## config.mk

```make
export PLATFORM = sky130hd
export DESIGN_NAME = ultrasonic_scan_sched_flat
export DESIGN_NICKNAME = d
export VERILOG_FILES = /design/src/rtl/ultrasonic_scan_sched_pkg.sv /design/src/rtl/ultrasonic_scan_sched_if.sv /design/src/rtl/ultrasonic_scan_sched_echo_sync2.sv /design/src/rtl/ultrasonic_scan_sched.sv /design/src/flat_wrapper.sv
export SDC_FILE = /design/constraint.sdc
export NUM_CORES = 1
export LEC_CHECK = 0
export BUFFER_PORTS_ARGS = -buffer_cell sky130_fd_sc_hd__buf_2
export CORE_MARGIN = 2
export CORE_UTILIZATION = 45
export DETAILED_ROUTE_END_ITERATION = 10
export PLACE_DENSITY = 0.67
export SYNTH_ARGS = -nofsm -noshare
export SYNTH_HDL_FRONTEND = slang
export SYNTH_SLANG_ARGS = --single-unit
```

## constraint.sdc

```tcl
create_clock -name clk_50M -period 2.3 [get_ports clk_50M]
set_clock_uncertainty 0.05 [all_clocks]
set_input_delay 0.345 -clock clk_50M [delete_from_list [all_inputs] [get_ports clk_50M]]
set_output_delay 0.345 -clock clk_50M [all_outputs]
set_load 0.01 [all_outputs]
```

## src/rtl/ultrasonic_scan_sched_pkg.sv

```systemverilog
// Shared state encodings, 50 MHz default timing constants and a clog2 helper
// for the ultrasonic scan scheduler.
package ultrasonic_pkg;

   typedef enum logic [2:0] {
      S_IDLE      = 3'd0,
      S_SELECT    = 3'd1,
      S_WARMUP    = 3'd2,
      S_TRIGGER   = 3'd3,
      S_WAIT_RISE = 3'd4,
      S_MEASURE   = 3'd5,
      S_REPORT    = 3'd6,
      S_GUARD     = 3'd7
   } state_t;

   localparam int DEF_NUM_CH       = 4;
   localparam int DEF_CNT_W        = 22;
   localparam int DEF_WARMUP_CYC   = 50;
   localparam int DEF_TRIG_CYC     = 500;
   localparam int DEF_RISE_TMO_CYC = 50000;
   localparam int DEF_ECHO_MAX_CYC = 1250000;
   localparam int DEF_GUARD_CYC    = 3000000;

   function automatic int clog2(input int n);
      int r;
      r = 0;
      for (int i = 0; i < 31; i++) begin
         if ((1 << i) < n) r = i + 1;
      end
      return r;
   endfunction

endpackage

```

## src/rtl/ultrasonic_scan_sched_if.sv

```systemverilog
// Sensor-side and result-side signals of the scan scheduler; the scheduler
// uses the slave modport, the sensor/consumer side uses master.
interface ultrasonic_scan_sched_if
   import ultrasonic_pkg::*;
#(
   parameter int NUM_CH = DEF_NUM_CH,
   parameter int CNT_W  = DEF_CNT_W
);
   localparam int CH_W = clog2(NUM_CH);

   logic              run;
   logic [NUM_CH-1:0] ch_en;
   logic [NUM_CH-1:0] echo_rx;
   logic [NUM_CH-1:0] trigger;
   logic              res_valid;
   logic [CH_W-1:0]   res_ch;
   logic [CNT_W-1:0]  res_pulses;
   logic              res_timeout;
   logic              busy;
   logic [2:0]        state;

   modport slave (
      input  run, ch_en, echo_rx,
      output trigger, res_valid, res_ch, res_pulses, res_timeout, busy, state
   );

   modport master (
      output run, ch_en, echo_rx,
      input  trigger, res_valid, res_ch, res_pulses, res_timeout, busy, state
   );

endinterface

```

## src/rtl/ultrasonic_scan_sched_echo_sync2.sv

```systemverilog
// Two-flop synchronizer for the asynchronous echo pins; output lags the pin
// by two clock cycles.
module echo_sync2 #(
   parameter int WIDTH = 1
) (
   input  logic             i_clk,
   input  logic             i_rst_n,
   input  logic [WIDTH-1:0] i_d,
   output logic [WIDTH-1:0] o_q
);

   logic [WIDTH-1:0] r_meta;
   logic [WIDTH-1:0] r_sync;

   always_ff @(posedge i_clk or negedge i_rst_n) begin
      if (!i_rst_n) begin
         r_meta <= '0;
         r_sync <= '0;
      end else begin
         r_meta <= i_d;
         r_sync <= r_meta;
      end
   end

   assign o_q = r_sync;

endmodule

```

## src/rtl/ultrasonic_scan_sched.sv

```systemverilog
// Round-robin scheduler sharing one trigger/echo measurement engine between
// NUM_CH ultrasonic sensors; one result per enabled channel per scan.
module ultrasonic_scan_sched
   import ultrasonic_pkg::*;
#(
   parameter int NUM_CH       = DEF_NUM_CH,
   parameter int CNT_W        = DEF_CNT_W,
   parameter int WARMUP_CYC   = DEF_WARMUP_CYC,
   parameter int TRIG_CYC     = DEF_TRIG_CYC,
   parameter int RISE_TMO_CYC = DEF_RISE_TMO_CYC,
   parameter int ECHO_MAX_CYC = DEF_ECHO_MAX_CYC,
   parameter int GUARD_CYC    = DEF_GUARD_CYC
) (
   input  logic clk_50M,
   input  logic reset,
   ultrasonic_scan_sched_if.slave bus
);

   localparam int     CH_W    = clog2(NUM_CH);
   localparam longint CNT_LIM = longint'(1) << CNT_W;

   if (longint'(ECHO_MAX_CYC) >= CNT_LIM || longint'(RISE_TMO_CYC) >= CNT_LIM ||
       longint'(GUARD_CYC) >= CNT_LIM || longint'(WARMUP_CYC) >= CNT_LIM ||
       longint'(TRIG_CYC) >= CNT_LIM) begin : g_bad_cnt_w
      $error("ultrasonic_scan_sched: timing constant does not fit in CNT_W bits");
   end
   if (NUM_CH < 2 || NUM_CH > 8) begin : g_bad_num_ch
      $error("ultrasonic_scan_sched: NUM_CH must be 2..8");
   end

   state_t            r_state, w_state_nxt;
   logic [CNT_W-1:0]  r_cnt, w_cnt_nxt;
   logic [CH_W-1:0]   r_cur_ch, w_cur_ch_nxt;
   logic [CH_W-1:0]   r_ptr, w_ptr_nxt;
   logic [NUM_CH-1:0] r_trigger, w_trigger_nxt;
   logic              r_res_valid, w_res_valid_nxt;
   logic [CH_W-1:0]   r_res_ch, w_res_ch_nxt;
   logic [CNT_W-1:0]  r_res_pulses, w_res_pulses_nxt;
   logic              r_res_timeout, w_res_timeout_nxt;
   logic [NUM_CH-1:0] w_echo_s;
   logic              w_echo_cur;
   logic              w_go;

   echo_sync2 #(.WIDTH(NUM_CH)) u_echo_sync (
      .i_clk   (clk_50M),
      .i_rst_n (reset),
      .i_d     (bus.echo_rx),
      .o_q     (w_echo_s)
   );

   // First enabled channel strictly after ptr; ptr itself is tried last.
   function automatic logic [CH_W-1:0] rr_next(input logic [CH_W-1:0] ptr,
                                                input logic [NUM_CH-1:0] en);
      logic [CH_W-1:0] sel;
      logic            found;
      int              idx;
      sel   = ptr;
      found = 1'b0;
      for (int i = 1; i <= NUM_CH; i++) begin
         idx = (int'(ptr) + i) % NUM_CH;
         if (!found && en[idx]) begin
            sel   = CH_W'(idx);
            found = 1'b1;
         end
      end
      return sel;
   endfunction

   assign w_echo_cur = w_echo_s[r_cur_ch];
   assign w_go       = bus.run && (bus.ch_en != '0);

   always_comb begin
      w_state_nxt       = r_state;
      w_cnt_nxt         = r_cnt;
      w_cur_ch_nxt      = r_cur_ch;
      w_ptr_nxt         = r_ptr;
      w_trigger_nxt     = r_trigger;
      w_res_valid_nxt   = 1'b0;
      w_res_ch_nxt      = r_res_ch;
      w_res_pulses_nxt  = r_res_pulses;
      w_res_timeout_nxt = r_res_timeout;
      case (r_state)
         S_IDLE: begin
            if (w_go) w_state_nxt = S_SELECT;
         end
         S_SELECT: begin
            if (bus.ch_en == '0) begin
               w_state_nxt = S_IDLE;
            end else begin
               w_cur_ch_nxt = rr_next(r_ptr, bus.ch_en);
               w_cnt_nxt    = '0;
               w_state_nxt  = S_WARMUP;
            end
         end
         S_WARMUP: begin
            if (r_cnt == CNT_W'(WARMUP_CYC - 1)) begin
               w_cnt_nxt     = '0;
               w_trigger_nxt = NUM_CH'(1) << r_cur_ch;
               w_state_nxt   = S_TRIGGER;
            end else begin
               w_cnt_nxt = r_cnt + 1'b1;
            end
         end
         S_TRIGGER: begin
            if (r_cnt == CNT_W'(TRIG_CYC - 1)) begin
               w_cnt_nxt     = '0;
               w_trigger_nxt = '0;
               w_state_nxt   = S_WAIT_RISE;
            end else begin
               w_cnt_nxt = r_cnt + 1'b1;
            end
         end
         S_WAIT_RISE: begin
            if (w_echo_cur) begin
               w_cnt_nxt   = CNT_W'(1);
               w_state_nxt = S_MEASURE;
            end else if (r_cnt == CNT_W'(RISE_TMO_CYC - 1)) begin
               w_cnt_nxt         = '0;
               w_res_valid_nxt   = 1'b1;
               w_res_ch_nxt      = r_cur_ch;
               w_res_pulses_nxt  = '0;
               w_res_timeout_nxt = 1'b1;
               w_state_nxt       = S_REPORT;
            end else begin
               w_cnt_nxt = r_cnt + 1'b1;
            end
         end
         S_MEASURE: begin
            // Result registers load on entry to REPORT so res_valid lines up with it.
            if (!w_echo_cur) begin
               w_cnt_nxt         = '0;
               w_res_valid_nxt   = 1'b1;
               w_res_ch_nxt      = r_cur_ch;
               w_res_pulses_nxt  = r_cnt;
               w_res_timeout_nxt = 1'b0;
               w_state_nxt       = S_REPORT;
            end else if (r_cnt == CNT_W'(ECHO_MAX_CYC - 1)) begin
               w_cnt_nxt         = '0;
               w_res_valid_nxt   = 1'b1;
               w_res_ch_nxt      = r_cur_ch;
               w_res_pulses_nxt  = CNT_W'(ECHO_MAX_CYC);
               w_res_timeout_nxt = 1'b1;
               w_state_nxt       = S_REPORT;
            end else begin
               w_cnt_nxt = r_cnt + 1'b1;
            end
         end
         S_REPORT: begin
            w_ptr_nxt   = r_cur_ch;
            w_cnt_nxt   = '0;
            w_state_nxt = S_GUARD;
         end
         S_GUARD: begin
            if (r_cnt == CNT_W'(GUARD_CYC - 1)) begin
               w_cnt_nxt   = '0;
               w_state_nxt = w_go ? S_SELECT : S_IDLE;
            end else begin
               w_cnt_nxt = r_cnt + 1'b1;
            end
         end
         default: w_state_nxt = S_IDLE;
      endcase
   end

   always_ff @(posedge clk_50M or negedge reset) begin
      if (!reset) begin
         r_state       <= S_IDLE;
         r_cnt         <= '0;
         r_cur_ch      <= '0;
         r_ptr         <= CH_W'(NUM_CH - 1);
         r_trigger     <= '0;
         r_res_valid   <= 1'b0;
         r_res_ch      <= '0;
         r_res_pulses  <= '0;
         r_res_timeout <= 1'b0;
      end else begin
         r_state       <= w_state_nxt;
         r_cnt         <= w_cnt_nxt;
         r_cur_ch      <= w_cur_ch_nxt;
         r_ptr         <= w_ptr_nxt;
         r_trigger     <= w_trigger_nxt;
         r_res_valid   <= w_res_valid_nxt;
         r_res_ch      <= w_res_ch_nxt;
         r_res_pulses  <= w_res_pulses_nxt;
         r_res_timeout <= w_res_timeout_nxt;
      end
   end

   assign bus.trigger     = r_trigger;
   assign bus.res_valid   = r_res_valid;
   assign bus.res_ch      = r_res_ch;
   assign bus.res_pulses  = r_res_pulses;
   assign bus.res_timeout = r_res_timeout;
   assign bus.busy        = (r_state != S_IDLE);
   assign bus.state       = r_state;

endmodule

```

## src/flat_wrapper.sv

```systemverilog
// flat-port wrapper written by rule: the top's interface ports become plain ports
module ultrasonic_scan_sched_flat import ultrasonic_pkg::*;
#(
   parameter int NUM_CH       = DEF_NUM_CH,
   parameter int CNT_W        = DEF_CNT_W,
   parameter int WARMUP_CYC   = DEF_WARMUP_CYC,
   parameter int TRIG_CYC     = DEF_TRIG_CYC,
   parameter int RISE_TMO_CYC = DEF_RISE_TMO_CYC,
   parameter int ECHO_MAX_CYC = DEF_ECHO_MAX_CYC,
   parameter int GUARD_CYC    = DEF_GUARD_CYC
)
  (clk_50M, reset, bus_run, bus_ch_en, bus_echo_rx, bus_trigger, bus_res_valid, bus_res_ch, bus_res_pulses, bus_res_timeout, bus_busy, bus_state);
  ultrasonic_scan_sched_if #(.NUM_CH(NUM_CH), .CNT_W(CNT_W)) bus_i ();
  input  logic clk_50M;
  input  logic reset;
  input wire logic [$bits(bus_i.run)-1:0] bus_run;
  input wire logic [$bits(bus_i.ch_en)-1:0] bus_ch_en;
  input wire logic [$bits(bus_i.echo_rx)-1:0] bus_echo_rx;
  output wire logic [$bits(bus_i.trigger)-1:0] bus_trigger;
  output wire logic [$bits(bus_i.res_valid)-1:0] bus_res_valid;
  output wire logic [$bits(bus_i.res_ch)-1:0] bus_res_ch;
  output wire logic [$bits(bus_i.res_pulses)-1:0] bus_res_pulses;
  output wire logic [$bits(bus_i.res_timeout)-1:0] bus_res_timeout;
  output wire logic [$bits(bus_i.busy)-1:0] bus_busy;
  output wire logic [$bits(bus_i.state)-1:0] bus_state;
  assign bus_i.run = bus_run;
  assign bus_i.ch_en = bus_ch_en;
  assign bus_i.echo_rx = bus_echo_rx;
  assign bus_trigger = bus_i.trigger;
  assign bus_res_valid = bus_i.res_valid;
  assign bus_res_ch = bus_i.res_ch;
  assign bus_res_pulses = bus_i.res_pulses;
  assign bus_res_timeout = bus_i.res_timeout;
  assign bus_busy = bus_i.busy;
  assign bus_state = bus_i.state;
  ultrasonic_scan_sched #(.NUM_CH(NUM_CH), .CNT_W(CNT_W), .WARMUP_CYC(WARMUP_CYC), .TRIG_CYC(TRIG_CYC), .RISE_TMO_CYC(RISE_TMO_CYC), .ECHO_MAX_CYC(ECHO_MAX_CYC), .GUARD_CYC(GUARD_CYC)) u_core (.clk_50M(clk_50M), .reset(reset), .bus(bus_i));
endmodule
```

==> summary.txt <==
status -> finished with violations
failing checks -> negative setup slack
vias post-DR -> 3283
CTS buffer count -> 9
Switching Share -> 33.7%
RSZ-0062 raised after global routing -> true
residual DRC count -> 0
# IOs -> 45
Cells after Synth -> 334
TritonRoute pass-1 iters -> 5
critical path required time -> 2470 ps
Worst R2R End -> u_core.r_cnt[3]
first-pass GRT wire length -> 15400 µm
total power -> 3.87 mW
Std-Cell Rows -> 31
Critical Path AT -> 2730 ps
Seq cells post-synth -> 67
H-tree depth -> 3
dpl cells -> 512
die area -> 8400 µm²
number of synthesis warnings -> 0
clock sink count -> 67
slew margin rel. -> 61.9%
CP Capture Type -> register
period utilisation layout -> 111%
post-synth cell types -> 57
routability congestion estimate -> 0.957
initial antenna violation count -> 0
critical path class -> register to register
Synth top area share -> 47.0%
clock input transition at the sequential cells of the worst setup and hold paths -> 80 ps
TritonCTS clock tree -> done
WL/cell -> 18.4 µm
Layout area overhead -> 39.5%
Critical R2R Launch -> u_core.r_cnt[9]
DP Wirelength -> 6650 µm
Post-DP Area -> 4230 µm²
Yosys top cell by area -> dfrtp_1
CTS Buffer Depth -> 2
vias per cell -> 6.01
root buffer cell -> clkbuf_8
fraction of layout cells with a size suffix above 1 -> 40.3%
worst setup margin -> -263 ps
grt ovf -> 0
FMAX -> 390 MHz
Fillers -> 558
post-synthesis sequential area ratio -> 48.6%
Syn Nets -> 347
Die Y -> 91.7 µm
port bufs -> 44
core area -> 7330 µm²
post-route setup TNS -> -7020 ps
worst slack, placed -> -252 ps
Clk pwr share -> 29.3%
# nets final -> 455
power per cell area -> 801 nW/µm²
Post-synth EDFFs -> 0
Non-Filler Instances -> 546
Synth area leaders -> dfrtp_1 47%, a22o_1 3.5%, mux2i_1 2.6%
die width -> 91.7 µm
commonest non-fill, non-tap cell in the layout -> dfrtp_1
top_reg_cell synth -> dfrtp_1
nature of the critical path startpoint -> register
r2r setup slk -> -260 ps
NetSw -> 1.30 mW
Starting Density -> 47.2%
cells on worst reg2reg path -> 8
final instance area -> 4820 µm²
VDD IR-drop max -> 0.441 mV
diodes inserted -> 0
Cell Area, Synth -> 3460 µm²
largest net degree at the start of global routing -> 44
fraction of registers with async set/reset -> 100%
crit path max fanout -> 14
Post-Syn Area per Cell -> 10.4 µm²
clk_lat worst skew -> 350 ps
Final setup viols -> 50
maxcap violations -> 0
Reg power frac -> 33.7%
most frequent cells in the layout -> 65 x dfrtp_1, 62 x buf_4, 44 x buf_2
LEAKAGE -> 2.28 nW
initial drt markers -> 277
GRT Util Overall -> 23.6%
Worst-Margin Slew -> 571 ps
antenna violation net count after detailed routing -> 0
Worst Setup SP -> u_core.r_cnt[9]
count of pins over their slew limit -> 0
final-report hold violation count -> 0
crit path capture -> u_core.r_cnt[3]
Hold Path Class -> input pin to register
Detailed Route WL -> 10100 µm
vias in the first global route -> 3064
Comb power frac -> 37.0%
cell internal pwr -> 2.56 mW
minimum clock period -> 2560 ps
==> worst min path at each step <==
stage                                              end  cells after the start  slack (ps)                          from
final                     u_core.u_echo_sync.r_meta[0]                      1          60                bus_echo_rx[0]
after global routing      u_core.u_echo_sync.r_meta[1]                      1          40                bus_echo_rx[1]
after CTS                 u_core.u_echo_sync.r_meta[0]                      1          50                bus_echo_rx[0]
after detailed placement     u_core.u_echo_sync.o_q[1]                      0         290  u_core.u_echo_sync.r_meta[1]
after global placement       u_core.u_echo_sync.o_q[3]                      0         280  u_core.u_echo_sync.r_meta[3]
after floorplan                   u_core.bus.res_ch[0]                      0        -0.6                         reset
==> what timing repair did <==
item	in CTS	in global routing
endpoints found under the setup margin	38	53
endpoints found under the hold margin	24	0
cloned	2	2
resized for setup	17	16
pin swaps	18	9
hold buffers	1	0
buffers inserted	10	4
==> state kept, by name, indices dropped and copies added, names as in the netlist <==
register / count
u_core.bus.res_ch: 2
u_core.bus.res_pulses: 22
u_core.bus.res_timeout: 1
u_core.bus.res_valid: 1
u_core.bus.state: 3
u_core.bus.trigger: 4
u_core.r_cnt: 22
u_core.r_cur_ch: 2
u_core.r_ptr: 2
u_core.u_echo_sync.o_q: 4
u_core.u_echo_sync.r_meta: 4
==> power by group through the flow <==
| stage | sequential (mW) | clock [mW] | combinational (mW) |
|---|---|---|---|
| after floorplan | 1.33 | 0 | 0.621 |
| after global placement | 1.32 | 0 | 1.06 |
| after detailed placement | 1.33 | 0 | 1.07 |
| after CTS | 1.30 | 1.13 | 1.26 |
| after global routing | 1.31 | 1.19 | 1.51 |
| final | 1.30 | 1.13 | 1.43 |
==> through the flow <==
step	util, %	hold WS (ps)
2_1_floorplan	-	-0.591
3_3_place_gp	57.7	284
3_5_place_dp	57.7	287
4_1_cts	64.1	47.0
5_1_grt	65.8	40.6
6_report	65.8	55.8
==> logic make-up (layout without fill, tap and decap cells) <==
kind of cell / count (synthesis) / after routing / synth area share [%]
simple gates: 118 / 118 / 19.5
buf+inv: 42 / 154 / 5.28
xor+xnor: 1 / 1 / 0.253
flops: 67 / 67 / 48.6
mux: 19 / 19 / 6.62
compound gates: 85 / 86 / 19.1
fa+ha+maj: 2 / 2 / 0.723
==> area by class of cell <==
cell class	instances	area [µm²]	share of cell area (%)
inverters	17	63.8	1.32
flip-flops and latches	67	1680	34.8
well taps	99	124	2.57
clock buffers	12	155	3.22
repair buffers	121	945	19.6
multi-input cells	226	1780	37.0
clock inverters	4	72.6	1.50
==> per-layer routing <==
layer  vias up  global-route usage (%)  wire length (µm)
met2       166                    37.6              4830
li1       1486                       -                 -
met5         -                       0                 0
met1      1603                    31.0              4210
met4         0                    9.09               270
met3        28                    5.75               741
==> worst max-delay path: stages, from the launching register on <==
cell	delay, ps
dfrtp_1	400
or4_4	530
or3_4	390
o31ai_4	270
o21ai_4	160
buf_12	160
nor3_4	190
buf_12	170
o22ai_1	100
==> synth_stat cells, types with 2 or more instances <==
cell	n
or4_1	3
and4_1	3
o21ai_1	4
o21ai_0	14
buf_2	8
a32oi_1	2
and2_1	2
and3_1	14
nor2_1	13
o31ai_1	10
o311ai_0	6
nand2b_1	6
mux2_2	5
or2_2	2
o22ai_1	5
nand4_1	9
nor3_4	2
dfrtp_1	65
mux2i_1	9
nand3_1	16
buf_6	2
ha_1	2
mux2_4	4
dfstp_2	2
nor3_1	7
nand2_1	23
a22o_1	14
nor4_1	7
o32ai_1	2
a21oi_1	8
nor3b_1	4
o311ai_1	4
inv_1	17
a31oi_1	4
clkbuf_1	14
No activity file was read; power rests on OpenSTA's default activity.
